--- src/rtl/mem_access_unit_if.sv ---
// CPU request/response and byte-wide memory bus for mem_access_unit.
// master: the access unit; slave: CPU datapath plus generic_mem.
interface mem_access_unit_if #(
  parameter int ADDR_WIDTH = 8,
  parameter int DATA_WIDTH = 32
);
  logic                  req_valid;
  logic                  req_ready;
  logic                  req_we;
  logic [1:0]            req_size;
  logic [ADDR_WIDTH-1:0] req_addr;
  logic [DATA_WIDTH-1:0] req_wdata;
  logic                  resp_valid;
  logic [DATA_WIDTH-1:0] resp_rdata;
  logic                  resp_err;
  logic [ADDR_WIDTH-1:0] mem_addr;
  logic [7:0]            mem_wdata;
  logic [7:0]            mem_rdata;
  logic                  mem_we;
  logic                  mem_re;

  modport master (
    input  req_valid, req_we, req_size,
    input  req_addr, req_wdata, mem_rdata,
    output req_ready, resp_valid,
    output resp_rdata, resp_err,
    output mem_addr, mem_wdata,
    output mem_we, mem_re
  );

  modport slave (
    output req_valid, req_we, req_size,
    output req_addr, req_wdata, mem_rdata,
    input  req_ready, resp_valid,
    input  resp_rdata, resp_err,
    input  mem_addr, mem_wdata,
    input  mem_we, mem_re
  );
endinterface

--- src/rtl/mem_access_unit.sv ---
// Sequences 1/2/4-byte load/store requests into little-endian byte cycles.
// Ports: clk, rst (async active-low), bus (mem_access_unit_if.master).
module mem_access_unit #(
  parameter int ADDR_WIDTH = 8,
  parameter int DATA_WIDTH = 32
) (
  input logic clk,
  input logic rst,
  mem_access_unit_if.master bus
);

  localparam logic [2:0] IDLE    = 3'd0;
  localparam logic [2:0] WR      = 3'd1;
  localparam logic [2:0] RD      = 3'd2;
  localparam logic [2:0] RD_LAST = 3'd3;
  localparam logic [2:0] RESP    = 3'd4;

  logic [2:0]            state;
  logic [ADDR_WIDTH-1:0] addr;
  logic [DATA_WIDTH-1:0] wdata;
  logic [DATA_WIDTH-1:0] acc;
  logic [2:0]            k;
  logic [1:0]            n_m1;
  logic                  err;

  // Byte lane of the read data arriving this cycle (issued for k-1).
  logic [2:0] k_prev;
  logic [1:0] cap_lane;
  assign k_prev   = k - 3'd1;
  assign cap_lane = k_prev[1:0];

  // N-1 from the size code: 0->0, 1->1, 2->3.
  logic [1:0] size_n_m1;
  assign size_n_m1 = {bus.req_size[1],
                      bus.req_size[1] | bus.req_size[0]};

  always_ff @(posedge clk or negedge rst) begin
    if (!rst) begin
      state <= IDLE;
      addr  <= '0;
      wdata <= '0;
      acc   <= '0;
      k     <= '0;
      n_m1  <= '0;
      err   <= 1'b0;
    end else begin
      unique case (state)
        IDLE: begin
          if (bus.req_valid) begin
            addr  <= bus.req_addr;
            wdata <= bus.req_wdata;
            n_m1  <= size_n_m1;
            k     <= '0;
            acc   <= '0;
            err   <= &bus.req_size;
            if (&bus.req_size)
              state <= RESP;
            else if (bus.req_we)
              state <= WR;
            else
              state <= RD;
          end
        end
        WR: begin
          k <= k + 3'd1;
          if (k[1:0] == n_m1)
            state <= RESP;
        end
        RD: begin
          if (k != 3'd0)
            acc[{cap_lane, 3'b000} +: 8] <= bus.mem_rdata;
          k <= k + 3'd1;
          if (k[1:0] == n_m1)
            state <= RD_LAST;
        end
        RD_LAST: begin
          acc[{cap_lane, 3'b000} +: 8] <= bus.mem_rdata;
          state <= RESP;
        end
        RESP: begin
          state <= IDLE;
        end
        default: begin
          state <= IDLE;
        end
      endcase
    end
  end

  logic [DATA_WIDTH-1:0] mask;
  always_comb begin
    mask = '1;
    unique case (1'b1)
      (n_m1 == 2'd0): mask = DATA_WIDTH'(32'h0000_00ff);
      (n_m1 == 2'd1): mask = DATA_WIDTH'(32'h0000_ffff);
      default:        mask = '1;
    endcase
  end

  logic st_wr;
  logic st_rd;
  logic st_resp;
  assign st_wr   = (state == WR);
  assign st_rd   = (state == RD);
  assign st_resp = (state == RESP);

  always_comb begin
    bus.mem_addr  = '0;
    bus.mem_wdata = '0;
    if (st_wr || st_rd)
      bus.mem_addr = addr + ADDR_WIDTH'(k);
    if (st_wr)
      bus.mem_wdata = wdata[{k[1:0], 3'b000} +: 8];
  end

  assign bus.mem_we     = st_wr;
  assign bus.mem_re     = st_rd;
  assign bus.req_ready  = (state == IDLE);
  assign bus.resp_valid = st_resp;
  assign bus.resp_err   = st_resp && err;
  assign bus.resp_rdata = (st_resp && !err) ? (acc & mask) : '0;

endmodule
--- src/flat_wrapper.sv ---
// flat-port wrapper written by rule: the top's interface ports become plain ports
module mem_access_unit_flat 
#(
  parameter int ADDR_WIDTH = 8,
  parameter int DATA_WIDTH = 32
)
  (clk, rst, bus_req_valid, bus_req_we, bus_req_size, bus_req_addr, bus_req_wdata, bus_mem_rdata, bus_req_ready, bus_resp_valid, bus_resp_rdata, bus_resp_err, bus_mem_addr, bus_mem_wdata, bus_mem_we, bus_mem_re);
  mem_access_unit_if #(.ADDR_WIDTH(ADDR_WIDTH), .DATA_WIDTH(DATA_WIDTH)) bus_i ();
  input logic clk;
  input logic rst;
  input wire logic [$bits(bus_i.req_valid)-1:0] bus_req_valid;
  input wire logic [$bits(bus_i.req_we)-1:0] bus_req_we;
  input wire logic [$bits(bus_i.req_size)-1:0] bus_req_size;
  input wire logic [$bits(bus_i.req_addr)-1:0] bus_req_addr;
  input wire logic [$bits(bus_i.req_wdata)-1:0] bus_req_wdata;
  input wire logic [$bits(bus_i.mem_rdata)-1:0] bus_mem_rdata;
  output wire logic [$bits(bus_i.req_ready)-1:0] bus_req_ready;
  output wire logic [$bits(bus_i.resp_valid)-1:0] bus_resp_valid;
  output wire logic [$bits(bus_i.resp_rdata)-1:0] bus_resp_rdata;
  output wire logic [$bits(bus_i.resp_err)-1:0] bus_resp_err;
  output wire logic [$bits(bus_i.mem_addr)-1:0] bus_mem_addr;
  output wire logic [$bits(bus_i.mem_wdata)-1:0] bus_mem_wdata;
  output wire logic [$bits(bus_i.mem_we)-1:0] bus_mem_we;
  output wire logic [$bits(bus_i.mem_re)-1:0] bus_mem_re;
  assign bus_i.req_valid = bus_req_valid;
  assign bus_i.req_we = bus_req_we;
  assign bus_i.req_size = bus_req_size;
  assign bus_i.req_addr = bus_req_addr;
  assign bus_i.req_wdata = bus_req_wdata;
  assign bus_i.mem_rdata = bus_mem_rdata;
  assign bus_req_ready = bus_i.req_ready;
  assign bus_resp_valid = bus_i.resp_valid;
  assign bus_resp_rdata = bus_i.resp_rdata;
  assign bus_resp_err = bus_i.resp_err;
  assign bus_mem_addr = bus_i.mem_addr;
  assign bus_mem_wdata = bus_i.mem_wdata;
  assign bus_mem_we = bus_i.mem_we;
  assign bus_mem_re = bus_i.mem_re;
  mem_access_unit #(.ADDR_WIDTH(ADDR_WIDTH), .DATA_WIDTH(DATA_WIDTH)) u_core (.clk(clk), .rst(rst), .bus(bus_i));
endmodule
--- config.mk ---
export PLATFORM = sky130hd
export DESIGN_NAME = mem_access_unit_flat
export DESIGN_NICKNAME = d
export VERILOG_FILES = /design/src/rtl/mem_access_unit_if.sv /design/src/rtl/mem_access_unit.sv /design/src/flat_wrapper.sv
export SDC_FILE = /design/constraint.sdc
export NUM_CORES = 1
export LEC_CHECK = 0
export BUFFER_PORTS_ARGS = -buffer_cell sky130_fd_sc_hd__buf_2
export CAP_MARGIN = 20
export CORE_MARGIN = 2
export CORE_UTILIZATION = 40
export DETAILED_ROUTE_END_ITERATION = 12
export GPL_TIMING_DRIVEN = 0
export PLACE_DENSITY = 0.65
export SYNTH_ARGS = -nofsm -noshare
export SYNTH_HDL_FRONTEND = slang
export SYNTH_SLANG_ARGS = --single-unit
--- constraint.sdc ---
create_clock -name clk -period 3 [get_ports clk]
set_input_delay 0.9 -clock clk [delete_from_list [all_inputs] [get_ports clk]]
set_output_delay 0.9 -clock clk [all_outputs]
set_load 0.005 [all_outputs]
==> run summary, run 1 <==
GR Util met1 -> 22.7%
Core Footprint -> 10300 µm²
Rows -> 37
Sequential area share after synthesis -> 47.6%
Max-cap violations -> 0
Final worst slack -> 0.0987 ns
H-tree depth -> 3
Gate power share -> 45.4%
Synth unique cells -> 47
Iter 0 DRT Violations -> 202
Most frequent cells in the layout -> buf_2 (107), dfrtp_1 (79), mux2_1 (57)
Crit Path Class -> reg2out
Largest net degree at the start of global routing -> 58
Dpl cells -> 620
Multiplexer share of the synthesized area -> 21.2%
Min cycle time layout -> 2.90 ns
Met2 Use GR -> 30.2%
Syn avg cell area -> 11.3 µm²
Share of cells above drive strength 1 -> 32.1%
NetSw -> 1.68 mW
Clock transition at path regs -> 0.09 ns
Max-slew violation count -> 0
Drt pass-1 iters -> 4
Root Buffer -> clkbuf_8
Routed WL -> 9.92 mm
DRT antenna net count -> 0
Final non-filler cell total -> 638
Post-Synth Simple-Gate Area -> 15.8%
CTS Buf Count -> 9
Die height -> 107 µm
Die area -> 11500 µm²
Sequential Power Share -> 36.6%
Worst setup SP type -> flip-flop
First-pass GRT wire length -> 16.0 mm
CP arrival -> 2.00 ns
CTS tree -> built
Synthesized instance count -> 377
Max Clk Rate -> 345 MHz
FILL cells -> 937
Power per cell area -> 864 nW/µm²
EDFF count, synth -> 0
Clk sinks -> 81
Number of I/O pins -> 107
Dpl ws -> -0.413 ns
Synth-to-layout area growth -> 23.5%
FF-to-FF path depth -> 7
Final setup vio count -> 0
Req. time, crit path -> 2.10 ns
Final Total Pwr -> 4.54 mW
Commonest non-fill, non-tap cell in the layout -> buf_2
Largest family of logic cells by synthesized area -> multiplexers
Gr usage total -> 17.8%
Status -> finished, final reports clean
RSZ-0062 raised after global routing -> yes
Gp weighted congestion -> 0.851
Post-DR wirelength/cell -> 15.5 µm
Worst skew pair latency -> 0.35 ns
Actual slew at the worst max-slew pin -> 0.519 ns
Maximum vdd drop -> 0.000428 V
Flops & latches, synth -> 81
Hold_buf cts -> 0
FF-to-FF setup slack -> 0.79 ns
Gr busiest metal -> met2
Main synth FF type -> dfrtp_1
Total gr overflow -> 0
Via count -> 3191
Critical Path Fanout Max -> 6
# DRC -> 0
Die width -> 107 µm
Post-Synth Adder-Cell Area -> 3.12%
DP Wirelength -> 7.36 mm
Initial antenna violation count -> 0
Compound-Gate Fraction of Synth Area -> 5.85%
Yosys warnings -> 0
Nets -> 561
Final Hold Slack -> 0.456 ns
Post-synthesis xor/xnor area fraction -> 1.65%
Clock share of power -> 18.0%
Internal power -> 2.86 mW
Leak Pwr -> 2.63 nW
Vias in the first global route -> 3244
Clock buffer depth -> 2
Cell Area, Synth -> 4250 µm²
Min-delay worst type -> in2async
Asr flop ratio synth -> 100%
Fin crit share -> 96.7%
PortBufs -> 106
Vias per cell -> 5.00
Switching Share -> 37.0%
Fin. Hold Viols -> 0
Initial core utilization -> 41.2%
Crit. End Element -> output port
Max_slew headroom -> 65.4%
Skew final -> 0.0116 ns
Synthesized net count -> 441
# diodes -> 0
GR Layer Usage met3 -> 4.07%
Setup TNS -> 0 ns
[stage by stage]
stage | instance area, µm² | utilization [%]
3_5_place_dp | 4980 | 48.3
5_1_grt | 5250 | 50.9
3_3_place_gp | 4950 | 48.0
6_report | 5250 | 50.9
4_1_cts | 5230 | 50.6
2_1_floorplan | 4250 | -
[what timing repair did]
item / CTS / global route
pin swaps: 0 / 0
setup buffers: 3 / 2
endpoints found under the setup margin: 39 / 20
gates resized for setup: 10 / 4
hold endpoints to repair: 0 / 0
[logic make-up (layout without fill, tap and decap cells)]
logic type	Yosys count	in the layout
XOR/XNOR	8	8
AND/OR/NAND/NOR	128	128
multiplexers	73	73
buffers and inverters	41	166
adder cells (fa/ha/maj)	10	10
flip-flops	81	81
AO/OA/AOI/OAI	36	36
[power by group through the flow]
stage	logic, mW	clock network [mW]	registers [mW]
4_1_cts	2.06	0.843	1.65
3_3_place_gp	1.95	0	1.66
5_1_grt	2.30	0.883	1.70
6_report	2.06	0.817	1.66
3_5_place_dp	2.00	0	1.68
2_1_floorplan	1.46	0	1.60
[flip-flops by register name, indices dropped and copies added, names as in the netlist]
name and flops:
u_core.acc 32, u_core.err 1, u_core.k 3, u_core.state 3, u_core.n_m1 2, u_core.wdata 32, u_core.addr 8
[final cells by class]
cell class	count	area [µm²]	area share, %
timing repair buffer	112	598	11.4
buffer	21	135	2.57
tap	136	170	3.24
sequential	81	2030	38.6
clock buffer	9	124	2.36
inverter	17	67.6	1.29
clock inverter	7	78.8	1.50
multi-input combinational	255	2050	39.0
[cells in the mapped netlist, types with 5 or more instances]
library cell	number	area share, %
a21oi_1	7	0.82
and2_1	17	2.5
and3_1	20	2.9
buf_4	7	1.2
clkbuf_1	9	0.79
dfrtp_1	81	48
ha_1	9	2.6
inv_1	15	1.3
mux2_1	57	15
mux2i_1	8	1.9
mux4_2	8	4.2
nand2_1	23	2.0
nand2b_1	9	1.3
nor2_1	30	2.6
nor2b_1	11	1.6
nor3_1	5	0.59
o31ai_1	8	1.4
xor2_1	5	1.0
[worst paths after layout]
kind	from	to
worst min register to register	u_core.acc[30]	u_core.acc[30]
worst min-delay path	rst	u_core.acc[3]
min in group clk	u_core.acc[30]	u_core.acc[30]
worst max register to register	u_core.k[0]	u_core.acc[17]
max in group asynchronous	rst	u_core.k[0]
worst max-delay path	u_core.k[0]	bus_mem_addr[6]
[worst max-delay path, cell delays in order (launching register included)]
cell	delay (ns)
dfrtp_2	0.47
ha_4	0.16
inv_1	0.04
fa_2	0.35
nor2b_4	0.13
o2111ai_1	0.12
xor2_1	0.16
nor2_1	0.08
buf_2	0.11
[layer usage]
| layer | wire [µm] | up-vias | part of all wire (%) |
|---|---|---|---|
| li1 | - | 1538 | - |
| met1 | 4400 | 1546 | 44 |
| met2 | 4800 | 99 | 48 |
| met3 | 636 | 8 | 6.4 |
| met4 | 89 | 0 | 0.90 |
| met5 | 0 | - | 0 |
Note: power is estimated with default switching activity, not from simulation.
==> run 2, diff against run 1 <==
--- a/config.mk
+++ b/config.mk
@@ -12,6 +12,8 @@
 export DETAILED_ROUTE_END_ITERATION = 12
 export GPL_TIMING_DRIVEN = 0
 export PLACE_DENSITY = 0.65
+export RECOVER_POWER = 50
+export SLEW_MARGIN = 5
 export SYNTH_ARGS = -nofsm -noshare
 export SYNTH_HDL_FRONTEND = slang
 export SYNTH_SLANG_ARGS = --single-unit
==> run summary, run 2 (same netlist as run 1, synthesis figures left out) <==
Actual slew at the worst max-slew pin -> 1.35 ns
Clock buffer depth -> 2
Die height -> 107 µm
Drt pass-1 iters -> 5
Iter 0 DRT Violations -> 198
CTS tree -> built
Die width -> 107 µm
Root Buffer -> clkbuf_8
Total gr overflow -> 0
CTS Buf Count -> 9
First-pass GRT wire length -> 16.0 mm
Status -> finished, final reports clean
Design area -> 5220 µm²
Leak Pwr -> 2.60 nW
PortBufs -> 106
Max_slew headroom -> 9.69%
Power per cell area -> 865 nW/µm²
H-tree depth -> 3
Routed WL -> 9.88 mm
Fin crit share -> 96.5%
DRT antenna net count -> 0
Initial core utilization -> 41.2%
# DRC -> 0
Min cycle time layout -> 2.90 ns
Clk sinks -> 81
Crit Path Class -> reg2out
Rows -> 37
Min-delay worst type -> reg2reg
# diodes -> 0
Vias in the first global route -> 3244
Hold Crit Start -> u_core.acc[30]
Most frequent cells in the layout -> buf_2 (106), dfrtp_1 (79), mux2_1 (57)
Largest net degree at the start of global routing -> 58
FILL cells -> 947
Nets -> 561
Multi-input logic area -> 2050 µm²
Die area -> 11500 µm²
Gr usage total -> 17.8%
Share of cells above drive strength 1 -> 31.1%
Post-DR wirelength/cell -> 15.5 µm
Max-cap violations -> 0
Max Clk Rate -> 345 MHz
Max-slew violation count -> 0
Crit. End Element -> output port
Hold_buf cts -> 0
Critical Path Fanout Max -> 10
Clock transition at path regs -> 0.09 ns
Via count -> 3186
Critical path origin -> u_core.state[0]
CP arrival -> 2.00 ns
Commonest non-fill, non-tap cell in the layout -> buf_2
Vias per cell -> 4.99
Worst setup SP type -> flip-flop
Core Footprint -> 10300 µm²
Fin. Hold Viols -> 0
Final Total Pwr -> 4.51 mW
Worst skew pair latency -> 0.34 ns
Initial antenna violation count -> 0
Register area -> 2030 µm²
Final setup vio count -> 0
Top Registers -> u_core.acc (32), u_core.wdata (32), u_core.addr (8)
Maximum vdd drop -> 0.000428 V
Gp weighted congestion -> 0.851
Req. time, crit path -> 2.10 ns
Skew final -> 0.0119 ns
DP Wirelength -> 7.36 mm
RR Startpoint -> u_core.state[0]
DP Area -> 4980 µm²
Number of I/O pins -> 107
Synth-to-layout area growth -> 22.6%
RSZ-0062 raised after global routing -> yes
## run 2: changes by cell type in the layout (fill, tap and decap cells not counted)
cell      change
clkbuf_1      +5
o21ai_0       +1
buf_16        -1
clkbuf_4      +1
buf_2         -1
o21ai_1       -1
buf_4         -4
and2_0        +1
and2_1        -1
## run 2: power breakdown
part	total, mW	internal, mW	switching [mW]
Sequential	1.66	1.44	0.218
Combinational	2.04	1.01	1.03
Clock	0.815	0.392	0.423
## run 2: metal layers
| metal | global-route usage (%) | part of all wire (%) |
|---|---|---|
| met5 | 0 | 0 |
| met4 | 5.19 | 0.40 |
| met3 | 4.07 | 6.1 |
| met2 | 30.2 | 49 |
| met1 | 22.7 | 44 |
## run 2: area by class of cell
cell class | count | share of cell area [%]
inverters | 17 | 1.30
clock buffers | 9 | 2.37
clock inverters | 7 | 1.51
repair buffers | 112 | 11.0
flip-flops and latches | 81 | 38.9
well taps | 136 | 3.26
multi-input cells | 255 | 39.3
plain buffers | 21 | 2.37
## run 2: critical path, cell delays in order (launching register included)
cell and delay [ns]:
dfrtp_1 0.37, buf_4 0.17, nor2_1 0.15, and3_1 0.37, clkbuf_1 0.30, and3_1 0.20, buf_2 0.11
## run 2: what timing repair did
action,CTS,global route
endpoints found under the hold margin,0,0
setup endpoints to repair,39,20
gates cloned,0,0
pin swaps,0,0
buffers inserted,3,2
gates resized for setup,10,4
## run 2: final timing paths
| path | to | slack [ns] | depth (start not counted) |
|---|---|---|---|
| min | u_core.acc[30] | 0.48 | 2 |
| min reg2reg | u_core.acc[30] | 0.48 | 2 |
| max in group asynchronous | u_core.k[0] | 0.56 | 2 |
| max | bus_resp_rdata[23] | 0.10 | 6 |
| max reg2reg | u_core.wdata[28] | 0.53 | 6 |
| min in group asynchronous | u_core.acc[3] | 0.84 | 1 |
## run 2: stage by stage
| stage | worst slack, ns | TNS (ns) | hold slack [ns] | instances | utilization (%) |
|---|---|---|---|---|---|
| after floorplan | 0.185 | 0 | 0.440 | 377 | - |
| after global placement | -0.393 | -0.879 | 0.451 | 619 | 48.0 |
| after detailed placement | -0.413 | -0.959 | 0.460 | 620 | 48.3 |
| after CTS | -0.0153 | -0.0153 | 0.459 | 637 | 50.6 |
| after global routing | -0.0404 | -0.467 | 0.501 | 638 | 50.5 |
| final | 0.104 | 0 | 0.481 | 638 | 50.5 |
==> run 3, diff against run 2 <==
--- a/config.mk
+++ b/config.mk
@@ -8,10 +8,10 @@
 export BUFFER_PORTS_ARGS = -buffer_cell sky130_fd_sc_hd__buf_2
 export CAP_MARGIN = 20
 export CORE_MARGIN = 2
-export CORE_UTILIZATION = 40
+export CORE_UTILIZATION = 53
 export DETAILED_ROUTE_END_ITERATION = 12
 export GPL_TIMING_DRIVEN = 0
-export PLACE_DENSITY = 0.65
+export PLACE_DENSITY = 0.82
 export RECOVER_POWER = 50
 export SLEW_MARGIN = 5
 export SYNTH_ARGS = -nofsm -noshare
==> run summary, run 3 (same netlist as run 1, synthesis figures left out) <==
Status -> complete, but fails checks
Failing checks -> capacitance limit, slew limit
Max-cap violations -> 1
Crit Path Class -> reg2out
Synth-to-layout area growth -> 22.7%
Crit path to -> bus_mem_addr[6]
Clock transition at path regs -> 0.08 ns
Number of I/O pins -> 107
Vias per cell -> 5.33
Routed WL -> 9.75 mm
Critical Path Fanout Max -> 4
Gr usage total -> 23.5%
FF-to-FF setup slack -> 0.57 ns
Share of cells above drive strength 1 -> 32.3%
Setup TNS -> 0 ns
FILL cells -> 620
Final Hold Slack -> 0.475 ns
Top Registers -> u_core.acc (32), u_core.wdata (32), u_core.addr (8)
Actual slew at the worst max-slew pin -> 2.16 ns
Worst skew pair latency -> 0.36 ns
Iter 0 DRT Violations -> 154
DP Area -> 4930 µm²
Hold_buf cts -> 0
Clk sinks -> 81
Die area -> 8760 µm²
Final worst slack -> 0.0462 ns
Initial core utilization -> 54.8%
Final setup vio count -> 0
Design area -> 5220 µm²
PortBufs -> 106
Fin crit share -> 98.5%
# diodes -> 0
Total gr overflow -> 0
Min-delay worst type -> reg2reg
Max_slew headroom -> -44.0%
Crit path cell chain -> ha_4 > inv_2 > fa_2 > nor2b_4 > o2111ai_2 > xor2_1 > nor2_1 > buf_2
Rows -> 32
Commonest non-fill, non-tap cell in the layout -> buf_2
RR Startpoint -> u_core.state[0]
Gp weighted congestion -> 0.830
Req. time, crit path -> 2.10 ns
FF-to-FF path depth -> 6
Nets -> 564
Fin. Hold Viols -> 0
Maximum vdd drop -> 0.000542 V
Delay-heaviest family, CP -> adder cells
Post-DR wirelength/cell -> 16.1 µm
Via count -> 3238
Critical path origin -> u_core.k[0]
Clock buffer depth -> 2
Root Buffer -> clkbuf_8
DP Wirelength -> 7.19 mm
Min cycle time layout -> 2.95 ns
CTS tree -> built
Final Total Pwr -> 4.57 mW
Dpl ws -> -0.422 ns
CP max stage delay -> 0.43 ns
Max-slew violation count -> 40
FF-to-FF End -> u_core.wdata[29]
Leak Pwr -> 2.63 nW
H-tree depth -> 3
Die width -> 93.6 µm
Initial antenna violation count -> 0
Crit. End Element -> output port
Power per cell area -> 876 nW/µm²
Drt pass-1 iters -> 4
Vias in the first global route -> 3333
# DRC -> 0
Most frequent cells in the layout -> buf_2 (106), dfrtp_1 (79), mux2_1 (57)
Levels on crit path -> 8
DRT antenna net count -> 0
Worst setup SP type -> flip-flop
Core Footprint -> 7770 µm²
Critical path buffer and inverter count -> 2
First-pass GRT wire length -> 15.8 mm
Die height -> 93.6 µm
RSZ-0062 raised after global routing -> yes
Max Clk Rate -> 339 MHz
CP max stage cell -> dfrtp_2
CP arrival -> 2.05 ns
Largest net degree at the start of global routing -> 43
Skew final -> 0.00513 ns
CTS Buf Count -> 9
==> run 3: worst register-to-register path, cell delays in order, from the launching register on <==
cell and delay (ns):
dfrtp_1 0.37, buf_4 0.17, nor3_2 0.17, and2_0 0.22, clkbuf_1 0.50, clkbuf_1 0.52
mux2_1 0.37
==> run 3: where the power goes <==
part / internal [mW] / switching (mW) / leakage, nW
clock network: 0.391 / 0.426 / 0.0925
logic: 1.04 / 1.06 / 1.51
registers: 1.44 / 0.222 / 1.03
total: 2.87 / 1.71 / 2.63
==> run 3: timing repair <==
item                                    CTS  global route
setup buffers                             7             0
cloned                                    0             0
resized for setup                        14             5
pin swaps                                 0             3
endpoints found under the setup margin   30            32
==> run 3: routing by layer <==
layer	track usage [%]	routed length (µm)	up-vias
li1	-	-	1553
met1	29.2	4110	1565
met2	40.9	4890	103
met3	4.27	550	17
met4	9.06	208	0
met5	0	0	-
==> run 3: through the flow <==
stage	instances	util (%)
after detailed placement	586	63.5
after global routing	607	67.2
final	607	67.2
after global placement	585	63.2
after CTS	609	67.2
after floorplan	377	-
==> run 3: cell type report <==
cell class              instances  area, µm²  share of cell area (%)
multi-input cells             255       2050                    39.4
flip-flops and latches         81       2030                    38.9
repair buffers                114        601                    11.5
plain buffers                  22        136                    2.61
well taps                     102        128                    2.45
clock buffers                   9        124                    2.37
clock inverters                 7       78.8                    1.51
inverters                      17       67.6                    1.29
==> run 3: worst min path at each step <==
stage          slack, ns        endpoint  depth (start not counted)      startpoint
3_3_place_gp        0.45  u_core.acc[30]                          2  u_core.acc[30]
5_1_grt             0.50  u_core.acc[15]                          1  u_core.acc[15]
4_1_cts             0.48  u_core.acc[29]                          2  u_core.acc[29]
3_5_place_dp        0.46  u_core.acc[29]                          2  u_core.acc[29]
6_report            0.48  u_core.acc[27]                          2  u_core.acc[27]
2_1_floorplan       0.44  u_core.acc[24]                          2  u_core.acc[24]
